## src/rtl/pc_gen_if.sv

```systemverilog
// Fetch-PC generator interface: redirect/exception requests in, fetch address and status out.
// master = pc_gen, slave = the pipeline driving the requests and consuming pcF.
interface pc_gen_if;
    logic        stallF;
    logic        validD;
    logic        branch_takeD;
    logic [31:0] branch_targetD;
    logic        jumpD;
    logic [31:0] jump_targetD;
    logic        exceptionM;
    logic [31:0] exception_pcM;
    logic [31:0] pcF;
    logic [31:0] pc_plus4F;
    logic        redirect_pendingF;
    logic        adelF;

    modport master (
        input  stallF, validD, branch_takeD, branch_targetD,
        input  jumpD, jump_targetD, exceptionM, exception_pcM,
        output pcF, pc_plus4F, redirect_pendingF, adelF
    );

    modport slave (
        output stallF, validD, branch_takeD, branch_targetD,
        output jumpD, jump_targetD, exceptionM, exception_pcM,
        input  pcF, pc_plus4F, redirect_pendingF, adelF
    );
endinterface

```

## src/rtl/pc_gen.sv

```systemverilog
// Fetch PC generator with delay-slot aware branch/jump redirect and exception flush.
// Optional macro PC_ALIGN_CHECK_EN enables the misaligned-fetch flag adelF.
//
// state   | meaning
// IDLE    | sequential fetch or immediate redirect
// PENDING | redirect captured in pend_pc, waiting for the delay-slot fetch (stallF=0)
module pc_gen (
    input  logic      clk,
    input  logic      rst,
    pc_gen_if.master  pc
);
    localparam logic [31:0] RESET_PC = 32'hBFC0_0000;

    typedef enum logic {IDLE = 1'b0, PENDING = 1'b1} state_t;

    state_t      state, state_nxt;
    logic [31:0] pc_q, pc_nxt;
    logic [31:0] pend_pc, pend_nxt;
    logic        redir;
    logic [31:0] target;

    assign redir  = pc.validD & (pc.jumpD | pc.branch_takeD);
    assign target = pc.jumpD ? pc.jump_targetD : pc.branch_targetD;

    always_ff @(posedge clk or posedge rst) begin
        if (rst) begin
            state   <= IDLE;
            pc_q    <= RESET_PC;
            pend_pc <= 32'h0;
        end else begin
            state   <= state_nxt;
            pc_q    <= pc_nxt;
            pend_pc <= pend_nxt;
        end
    end

    always_comb begin
        state_nxt = state;
        pc_nxt    = pc_q;
        pend_nxt  = pend_pc;
        if (pc.exceptionM) begin
            // Flush wins over everything, including a captured redirect.
            state_nxt = IDLE;
            pc_nxt    = pc.exception_pcM;
            pend_nxt  = 32'h0;
        end else begin
            case (state)
                IDLE: begin
                    if (redir && pc.stallF) begin
                        state_nxt = PENDING;
                        pend_nxt  = target;
                    end else if (redir) begin
                        pc_nxt = target;
                    end else if (!pc.stallF) begin
                        pc_nxt = pc_q + 32'd4;
                    end
                end
                PENDING: begin
                    // ID is stalled behind IF here, so any redir it shows is stale.
                    if (!pc.stallF) begin
                        state_nxt = IDLE;
                        pc_nxt    = pend_pc;
                    end
                end
                default: state_nxt = IDLE;
            endcase
        end
    end

    always_comb begin
        pc.pcF               = pc_q;
        pc.pc_plus4F         = pc_q + 32'd4;
        pc.redirect_pendingF = (state == PENDING);
    end

`ifdef PC_ALIGN_CHECK_EN
    assign pc.adelF = (pc_q[1:0] != 2'b00);
`else
    assign pc.adelF = 1'b0;
`endif

endmodule

```

## src/flat_wrapper.sv

```systemverilog
// flat-port wrapper written by rule: the top's interface ports become plain ports
module pc_gen_flat 
  (clk, rst, pc_stallF, pc_validD, pc_branch_takeD, pc_branch_targetD, pc_jumpD, pc_jump_targetD, pc_exceptionM, pc_exception_pcM, pc_pcF, pc_pc_plus4F, pc_redirect_pendingF, pc_adelF);
  pc_gen_if pc_i ();
  input  logic clk;
  input  logic rst;
  input wire logic [$bits(pc_i.stallF)-1:0] pc_stallF;
  input wire logic [$bits(pc_i.validD)-1:0] pc_validD;
  input wire logic [$bits(pc_i.branch_takeD)-1:0] pc_branch_takeD;
  input wire logic [$bits(pc_i.branch_targetD)-1:0] pc_branch_targetD;
  input wire logic [$bits(pc_i.jumpD)-1:0] pc_jumpD;
  input wire logic [$bits(pc_i.jump_targetD)-1:0] pc_jump_targetD;
  input wire logic [$bits(pc_i.exceptionM)-1:0] pc_exceptionM;
  input wire logic [$bits(pc_i.exception_pcM)-1:0] pc_exception_pcM;
  output wire logic [$bits(pc_i.pcF)-1:0] pc_pcF;
  output wire logic [$bits(pc_i.pc_plus4F)-1:0] pc_pc_plus4F;
  output wire logic [$bits(pc_i.redirect_pendingF)-1:0] pc_redirect_pendingF;
  output wire logic [$bits(pc_i.adelF)-1:0] pc_adelF;
  assign pc_i.stallF = pc_stallF;
  assign pc_i.validD = pc_validD;
  assign pc_i.branch_takeD = pc_branch_takeD;
  assign pc_i.branch_targetD = pc_branch_targetD;
  assign pc_i.jumpD = pc_jumpD;
  assign pc_i.jump_targetD = pc_jump_targetD;
  assign pc_i.exceptionM = pc_exceptionM;
  assign pc_i.exception_pcM = pc_exception_pcM;
  assign pc_pcF = pc_i.pcF;
  assign pc_pc_plus4F = pc_i.pc_plus4F;
  assign pc_redirect_pendingF = pc_i.redirect_pendingF;
  assign pc_adelF = pc_i.adelF;
  pc_gen u_core (.clk(clk), .rst(rst), .pc(pc_i));
endmodule
```

## config.mk

```make
export PLATFORM = sky130hd
export DESIGN_NAME = pc_gen_flat
export DESIGN_NICKNAME = d
export VERILOG_FILES = /design/src/rtl/pc_gen_if.sv /design/src/rtl/pc_gen.sv /design/src/flat_wrapper.sv
export SDC_FILE = /design/constraint.sdc
export NUM_CORES = 1
export LEC_CHECK = 0
export ABC_AREA = 1
export ABC_CLOCK_PERIOD_IN_PS = 2700
export BUFFER_PORTS_ARGS = -buffer_cell sky130_fd_sc_hd__buf_2
export CORE_MARGIN = 10
export CORE_UTILIZATION = 50
export DETAILED_ROUTE_END_ITERATION = 6
export PLACE_DENSITY = 0.81
export SLEW_MARGIN = 20
export SYNTH_ARGS = -nofsm -noshare
export SYNTH_HDL_FRONTEND = slang
export SYNTH_SLANG_ARGS = --single-unit
```

## constraint.sdc

```tcl
create_clock -name clk -period 2.7 [get_ports clk]
set_input_delay 0.405 -clock clk [delete_from_list [all_inputs] [get_ports clk]]
set_output_delay 0.405 -clock clk [all_outputs]
set_load 0.01 [all_outputs]
```

==> results of run 1 <==
[metal layers]
layer	global-route usage, %	vias to the layer above	share of wire, %
met4	8.45	0	2.4
met2	37.1	288	45
met1	31.0	2274	43
met3	5.58	39	9.9
met5	0	-	0
li1	-	2438	-
[where the power goes]
group | internal (mW) | leakage (nW) | switching (mW)
Sequential | 1.07 | 0.818 | 0.127
Clock | 0.423 | 0.0941 | 0.368
Combinational | 0.322 | 2.01 | 0.512
[registers in the layout, indices dropped and copies added, names as in the netlist]
name and cells:
u_core.pc.pcF 32, u_core.pend_pc 32, u_core.pc.redirect_pendingF 1
[metrics by stage]
step	utilization [%]	cells
finish	63.9	933
global route	63.9	933
CTS	63.9	933
detailed placement	61.8	917
global placement	61.8	917
floorplan	-	664
[synthesized netlist by cell type, types with 2 or more instances]
cell      count
o211ai_1     10
o22ai_1      37
o21ai_0      39
dfrtp_1      56
inv_1        66
nand2_2       5
nand2_1     241
nor2_4        8
xor2_2        6
nor2_2        6
nand4_1       2
o221ai_1      2
nand3b_1      9
buf_4         8
nand3_1      12
a21oi_1      28
xor2_1        6
nand2_4       2
buf_2        11
dfstp_2       9
xnor2_1       3
mux2i_1       8
clkbuf_1     11
nor2_1       54
o21ai_1       3
and2_1        2
or2_2         6
inv_2         3
[logic make-up after synthesis]
family,after synthesis
AO/OA/AOI/OAI,123
XOR/XNOR,15
adder cells (fa/ha/maj),1
buffers and inverters,103
flip-flops,65
multiplexers,8
other,1
AND/OR/NAND/NOR,348
[final timing paths]
check | from | to | slack (ns)
setup / recovery | u_core.pc.pcF[2] | pc_pc_plus4F[20] | 0.11
hold / removal | rst | u_core.pc.pcF[14] | 0.09
setup reg to reg | u_core.pc.redirect_pendingF | u_core.pc.pcF[9] | 0.75
hold reg to reg | u_core.pend_pc[15] | u_core.pend_pc[15] | 0.53
max in group asynchronous | rst | u_core.pc.pcF[23] | 1.83
min in group clk | pc_exception_pcM[3] | u_core.pc.pcF[3] | 0.32
[final cells by class]
type                            count  share of cell area, %
Clock inverter                      4                  0.801
Timing Repair Buffer              178                   16.5
Tap cell                          108                   2.40
Clock buffer                       12                   2.40
Sequential cell                    65                   29.1
Inverter                           70                   4.67
Multi-Input combinational cell    496                   44.1
==> metrics, run 1 <==
status finished, final reports clean; Slew @ Worst Pin between 0.8 and 0.9 ns; Reg clk slew, reported paths roughly 0.070 ns; Synth Area in Adders 0.274%; post-cts repair resize count 0; maximum VDD drop between 200 and 300 uV; # setup viols final 0; Top delay family on crit path simple AND/OR/NAND/NOR gates; Die X-Extent between 100 and 150 um; syn nets about 770; DP HPWL around 13000 um; max_cap viols 0; worst skew pair latency around 0.34 ns; largest net degree at the start of global routing 32; worst setup margin 0.111 ns; Compound-Gate Fraction of Synth Area about 15%; min Tclk post-route 2.59 ns; CP Class reg -> out; Clock Tree Root clkbuf_8; Yosys Warn Count 0; Syn Area/Cell about 7 um^2; Tot Pwr around 2.8 mW; hold slack between 0.09 and 0.1 ns; ys flop type dfrtp_1; Max Freq between 300 and 400 MHz; TNS Setup 0 ns; 1st-iter DRT viols 379; part of the Yosys area used for sequential elements 35.9%; fin. max-slew vios 0; number of flops mapped to enable cells by yosys 0; Synth Cell Area 0.00456 mm^2; Routed Antenna Nets 0; CTS tree yes; share of layout cells above drive strength 1 29.0%; Fillers between 800 and 900; RSZ-0062 raised after global routing false; detailed-router iteration count before antenna repair 5; Hold Buf Count CTS 0; Clock H-tree levels 3; mux contribution to synthesized area ~1.8%; Register-to-Register Path Depth 7; CTS sink count 65; placed inst area approximately 0.0054 mm^2; area leader, netlist dfrtp_1; Remaining DRCs 0; global-route wire length before repair between 20000 and 30000 um; initial antenna violation count 0; Worst Path Buf+Inv 1; Clock Skew ~0.011 ns; die area approximately 0.013 mm^2; most frequent cells in the layout nand2_1, buf_2, inv_1; Ports between 150 and 200; Critical Path Max Stage Delay 0.45 ns; final instance area ~0.0056 mm^2; routed wire length ~16000 um; wire length per cell roughly 17 um; fraction of registers with async set or reset after synthesis between 90% and 100%; count of different cell masters after synthesis 39; DP Worst Slack approximately 0.51 ns; DR vias/cell between 5 and 6; #FFs+latches synth between 60 and 70; CTS buffer count 9; XOR/XNOR Fraction of Synth Area slightly below 4%; grt total ovfl 0; min-delay worst type in -> async; synth top area cells dfrtp_1, nand2_1, inv_1; CP Launch Type flip-flop; FF/Latch Area between 0.0015 and 0.002 mm^2; CP max stage cell dfrtp_1; via count 5039; number of diodes 0; most used cell, CP nand2_1; All-Layer GR Usage approximately a quarter; Site Rows 34; worst relative slew slack about two fifths; Multi-input gate area roughly 0.0025 mm^2; synthesized instance count roughly 660; Worst EP required approximately 2.3 ns; Max clock buf depth 2; Final Cycle Share 95.9%; Die H approximately 120 um; Leak slightly below 3 nW; area grow syn2layout 23.2%; top-area cell type share of the netlist area 30.7%; Final Hold Viols 0; combinational family with the most area after synthesis simple AND/OR/NAND/NOR gates; gp weighted congestion about 0.92; stages on the worst setup path 8; simple-gate share of the synthesized area 32.8%; Post-CTS Setup Inserts 0; PD cells around 500 mW/mm^2; critical-path cell list ha_1 > nand2_1 > nor2_2 > nand3_1 > nor2_1 > nand2_1 > and2_1 > buf_2; crit path DAT between 2 and 2.5 ns; vias in the first global route 5057; Max FO, Critical Path 5; Port Buf Inserts around 170; CORE AREA between 0.008 and 0.009 mm^2; commonest non-fill, non-tap cell in the layout nand2_1; final layout net count ~920; initial core utilization about half; CP Capture Type primary output
No activity file was read; power rests on OpenSTA's default activity.
==> inputs of run 2 (changes only) <==
--- a/config.mk
+++ b/config.mk
@@ -9,10 +9,8 @@
 export ABC_CLOCK_PERIOD_IN_PS = 2700
 export BUFFER_PORTS_ARGS = -buffer_cell sky130_fd_sc_hd__buf_2
 export CORE_MARGIN = 10
-export CORE_UTILIZATION = 50
+export CORE_UTILIZATION = 34
 export DETAILED_ROUTE_END_ITERATION = 6
-export PLACE_DENSITY = 0.81
-export SLEW_MARGIN = 20
 export SYNTH_ARGS = -nofsm -noshare
 export SYNTH_HDL_FRONTEND = slang
 export SYNTH_SLANG_ARGS = --single-unit
==> run 2 against run 1 <==
  * Sequential power hardly changed
  * Critical path type unchanged
  * Via count is 3.4% lower
  * Clock skew is 0.0063 ns lower
  * Largest power group is now clock
  * First-iteration DRC count is 5.8% higher
==> metrics, run 2 (same netlist as run 1, synthesis figures left out) <==
global-route wire length before repair ~26000 um; min-delay worst type in -> async; Clock Tree Root clkbuf_16; CP Launch Type flip-flop; Leak 3.01 nW; Die X-Extent 136 um; Max FO, Critical Path 5; initial core utilization 34.6%; PD cells around 560 mW/mm^2; Die H 136 um; DP HPWL 13300 um; min Tclk post-route ~2.4 ns; Site Rows 42; die area ~0.018 mm^2; Slew @ Worst Pin ~0.64 ns; most frequent cells in the layout nand2_1, buf_2, inv_1; Remaining DRCs 0; via count a little under 5k; initial antenna violation count 0; share of layout cells above drive strength 1 29.6%; wire length per cell roughly 16 um; area grow syn2layout 28.9%; gp weighted congestion roughly 0.92; Final Hold Viols 0; routed wire length 16600 um; CP Capture Type primary output; max_cap viols 0; worst skew pair latency 0.33 ns; RSZ-0062 raised after global routing false; Ports approximately 170; vias in the first global route around 4.8k; Post-CTS Setup Inserts 0; number of diodes 0; # setup viols final 0; Max Freq approximately 400 MHz; TNS Setup 0 ns; maximum VDD drop 359 uV; Reg clk slew, reported paths roughly 0.06 ns; detailed-router iteration count before antenna repair 5; Worst EP required roughly 2.3 ns; post-cts repair resize count 0; Routed Antenna Nets 0; Max clock buf depth 2; FF/Latch Area 0.00164 mm^2; Hold Buf Count CTS 0; commonest non-fill, non-tap cell in the layout nand2_1; Fillers 1442; Port Buf Inserts 167; worst relative slew slack a little under three fifths; Clock Skew roughly 0.0048 ns; status finished, final reports clean; Tot Pwr between 3 and 4 mW; Clock H-tree levels 3; CTS sink count 65; DR vias/cell roughly 4.8; CTS buffer count 9; fin. max-slew vios 0; largest net degree at the start of global routing 36; CTS tree yes; placed inst area about 0.0056 mm^2; final layout net count 929; 1st-iter DRT viols between 400 and 500; grt total ovfl 0; crit path DAT just over 2 ns; final instance area 0.00588 mm^2; CP Class reg -> out; Final Cycle Share roughly 90%; Multi-input gate area about 0.0025 mm^2; All-Layer GR Usage between 10% and 20%; CORE AREA about 0.013 mm^2
==> run 2: cell count changes in the layout (fill, tap and decap cells not counted), sizes merged <==
cell / delta
buf: +5
clkinv: -3
clkbuf: +3
==> run 2: layout make-up <==
cell class / count / area share (%)
inverter: 70 / 4.47
timing repair buffer: 183 / 16.2
clock buffer: 15 / 5.06
multi-input combinational: 496 / 42.1
clock inverter: 1 / 0.510
sequential: 65 / 27.8
tap: 176 / 3.74
==> run 2: worst paths after layout <==
kind / from / slack (ns) / to / cells past startpoint
setup / recovery: u_core.pc.pcF[3] / 0.27 / pc_pc_plus4F[20] / 8
hold / removal: rst / 0.10 / u_core.pend_pc[5] / 2
max in group asynchronous: rst / 1.84 / u_core.pc.pcF[31] / 3
min in group clk: pc_exception_pcM[3] / 0.31 / u_core.pc.pcF[3] / 3
setup reg to reg: u_core.pc.redirect_pendingF / 0.78 / u_core.pc.pcF[3] / 7
hold reg to reg: u_core.pend_pc[13] / 0.52 / u_core.pend_pc[13] / 2
==> run 2: critical path: stages (launching register included) <==
cell and delay (ns):
dfrtp_1 0.41, ha_1 0.23, nand2_1 0.08, nor2_2 0.16
nand3_1 0.22, nor2_1 0.20, or2_2 0.14, and2_1 0.11
buf_2 0.12
==> run 2: per-layer routing <==
| metal | vias to the layer above | wire length (um) | GRT usage (%) |
|---|---|---|---|
| met1 | 2233 | 7570 | 23.8 |
| met2 | 181 | 7300 | 27.1 |
| met3 | 12 | 1540 | 5.57 |
| met5 | - | 0 | 0 |
| li1 | 2444 | - | - |
| met4 | 0 | 181 | 4.20 |
==> run 2: power breakdown <==
| group | internal, mW | total, mW | switching, mW | leakage [nW] |
|---|---|---|---|---|
| combinational | 0.325 | 0.848 | 0.523 | 2.03 |
| sequential | 1.07 | 1.20 | 0.123 | 0.818 |
| clock | 0.842 | 1.28 | 0.433 | 0.162 |
==> run 2: per-stage QoR <==
stage / setup slack [ns] / hold WS (ns) / instances / utilization [%]
final: 0.270 / 0.100 / 1006 / 44.6
after floorplan: 0.683 / 0.487 / 664 / -
after detailed placement: 0.607 / 0.466 / 990 / 42.1
after CTS: 0.238 / 0.110 / 1006 / 44.6
after global routing: 0.0876 / 0.126 / 1006 / 44.6
after global placement: 0.677 / 0.469 / 990 / 42.1
==> inputs of run 3 (changes only) <==
--- a/config.mk
+++ b/config.mk
@@ -6,7 +6,7 @@
 export NUM_CORES = 1
 export LEC_CHECK = 0
 export ABC_AREA = 1
-export ABC_CLOCK_PERIOD_IN_PS = 2700
+export ABC_CLOCK_PERIOD_IN_PS = 2270
 export BUFFER_PORTS_ARGS = -buffer_cell sky130_fd_sc_hd__buf_2
 export CORE_MARGIN = 10
 export CORE_UTILIZATION = 34
==> constraint.sdc (replaced) <==
create_clock -name clk -period 2.27 [get_ports clk]
set_input_delay 0.3405 -clock clk [delete_from_list [all_inputs] [get_ports clk]]
set_output_delay 0.3405 -clock clk [all_outputs]
set_load 0.01 [all_outputs]
==> run 3 against run 2 <==
  * Combinational power increased by 21%
  * Highest routed layer unchanged
  * Via count grew 0.92%
  * Die area is the same
  * Sequential share of layout area decreased by 0.25 points
  * Largest power group is now sequential cells
==> metrics, run 3 (same netlist as run 1, synthesis figures left out) <==
Clock Skew around 0.0046 ns; fin. max-slew vios 0; min-delay worst type in -> async; crit path DAT around 1.8 ns; global-route wire length before repair 25900 um; via count 4915; # setup viols final 0; CP max stage cell dfrtp_2; DP Worst Slack 0.208 ns; CTS tree yes; number of diodes 0; status finished, final reports clean; detailed-router iteration count before antenna repair 5; die area about 0.018 mm^2; vias in the first global route ~4.8k; CP Capture Type primary output; Die X-Extent between 100 and 150 um; grt total ovfl 0; routed wire length approximately 17000 um; Hold Buf Count CTS 0; CTS buffer count 9; critical-path cell list ha_2 > nand2_2 > nor2_4 > nand3_4 > nor2_4 > or2_2 > and2_1 > buf_2; hold slack between 0.07 and 0.08 ns; worst skew pair latency roughly 0.33 ns; Worst Path Buf+Inv 1; final instance area 0.00594 mm^2; Port Buf Inserts roughly 170; Critical Path Max Stage Delay 0.43 ns; DR vias/cell 4.87; Clock Tree Root clkbuf_16; area grow syn2layout 30.2%; Ports roughly 170; PD cells 644 mW/mm^2; placed insts slightly below 1k; CTS sink count 65; Routed Antenna Nets 0; CP Class reg -> out; Final Cycle Share 95.6%; DP HPWL about 13000 um; Top delay family on crit path simple AND/OR/NAND/NOR gates; Max clock buf depth 2; most used cell, CP nor2_4; min Tclk post-route ~2.2 ns; Max FO, Critical Path 5; TNS Setup 0 ns; placed inst area approximately 0.0056 mm^2; CP Launch Type flip-flop; All-Layer GR Usage about 18%; share of layout cells above drive strength 1 30.9%; Clock H-tree levels 3; most frequent cells in the layout nand2_1, buf_2, inv_1; final cell count without fillers 1009; initial core utilization between 30% and 40%; Remaining DRCs 0; worst setup margin approximately 0.10 ns; Site Rows 42; Reg clk slew, reported paths approximately 0.05 ns; initial antenna violation count 0; Die H 136 um; max_cap viols 0; Worst EP required 1.93 ns; largest net degree at the start of global routing 66; CORE AREA approximately 0.013 mm^2; 1st-iter DRT viols 341; gp weighted congestion 0.903; commonest non-fill, non-tap cell in the layout nand2_1; Final Hold Viols 0; wire length per cell between 15 and 20 um; R2R Setup Slk 0.54 ns; Max Freq about 460 MHz; maximum VDD drop about 470 uV; Leak slightly above 3 nW; final layout net count 932; RSZ-0062 raised after global routing true
==> run 3: changes by cell type in the layout (fill, tap and decap cells not counted), sizes merged <==
cell / delta
buf: +3
clkinv: +2
bufinv: -1
clkbuf: -1
==> run 3: path summary, 6_finish.rpt <==
| kind | cells after the start | from | to |
|---|---|---|---|
| max in group asynchronous | 3 | rst | u_core.pc.pcF[23] |
| min in group clk | 3 | pc_exception_pcM[3] | u_core.pc.pcF[3] |
| max | 8 | u_core.pc.pcF[2] | pc_pc_plus4F[20] |
| min reg2reg | 2 | u_core.pend_pc[18] | u_core.pend_pc[18] |
| min | 3 | rst | u_core.pc.pcF[11] |
| max reg2reg | 7 | u_core.pc.redirect_pendingF | u_core.pc.pcF[28] |
==> run 3: layout make-up <==
| cell class | count | area [um^2] |
|---|---|---|
| fillers | 1403 | 7250 |
| inverters | 70 | 263 |
| clock inverters | 2 | 10.0 |
| repair buffers | 186 | 1000 |
| clock buffers | 14 | 284 |
| multi-input cells | 496 | 2520 |
| well taps | 176 | 220 |
| flip-flops and latches | 65 | 1640 |
==> run 3: where the power goes <==
part | leakage [nW] | total, mW | internal [mW] | switching, mW
registers | 0.817 | 1.42 | 1.28 | 0.139
logic | 2.05 | 1.03 | 0.401 | 0.634
clock network | 0.149 | 1.37 | 0.856 | 0.515
==> run 3: what timing repair did <==
action                     CTS  global route
hold endpoints to repair     0             0
cloned                       0             0
setup endpoints to repair    1             8
resized for setup            4             8
pin swaps                    0             0
setup buffers                1             0
==> run 3: tightest hold or removal path, cell delays in order <==
cell and delay, ns:
buf_2 0.10, inv_2 0.06, buf_12 0.30
==> run 3: metrics by stage <==
step	power, mW	util (%)
6_report	3.82	45.0
5_1_grt	4.04	45.0
4_1_cts	3.84	44.8
3_5_place_dp	2.46	42.4
3_3_place_gp	2.45	42.4
2_1_floorplan	2.00	-
==> run 3: layer usage <==
metal,wire length (um),vias to the layer above,GRT usage [%]
met5,0,-,0
met4,195,0,5.44
met3,1380,12,3.99
met2,7430,189,26.8
met1,7610,2259,24.4
li1,-,2455,-
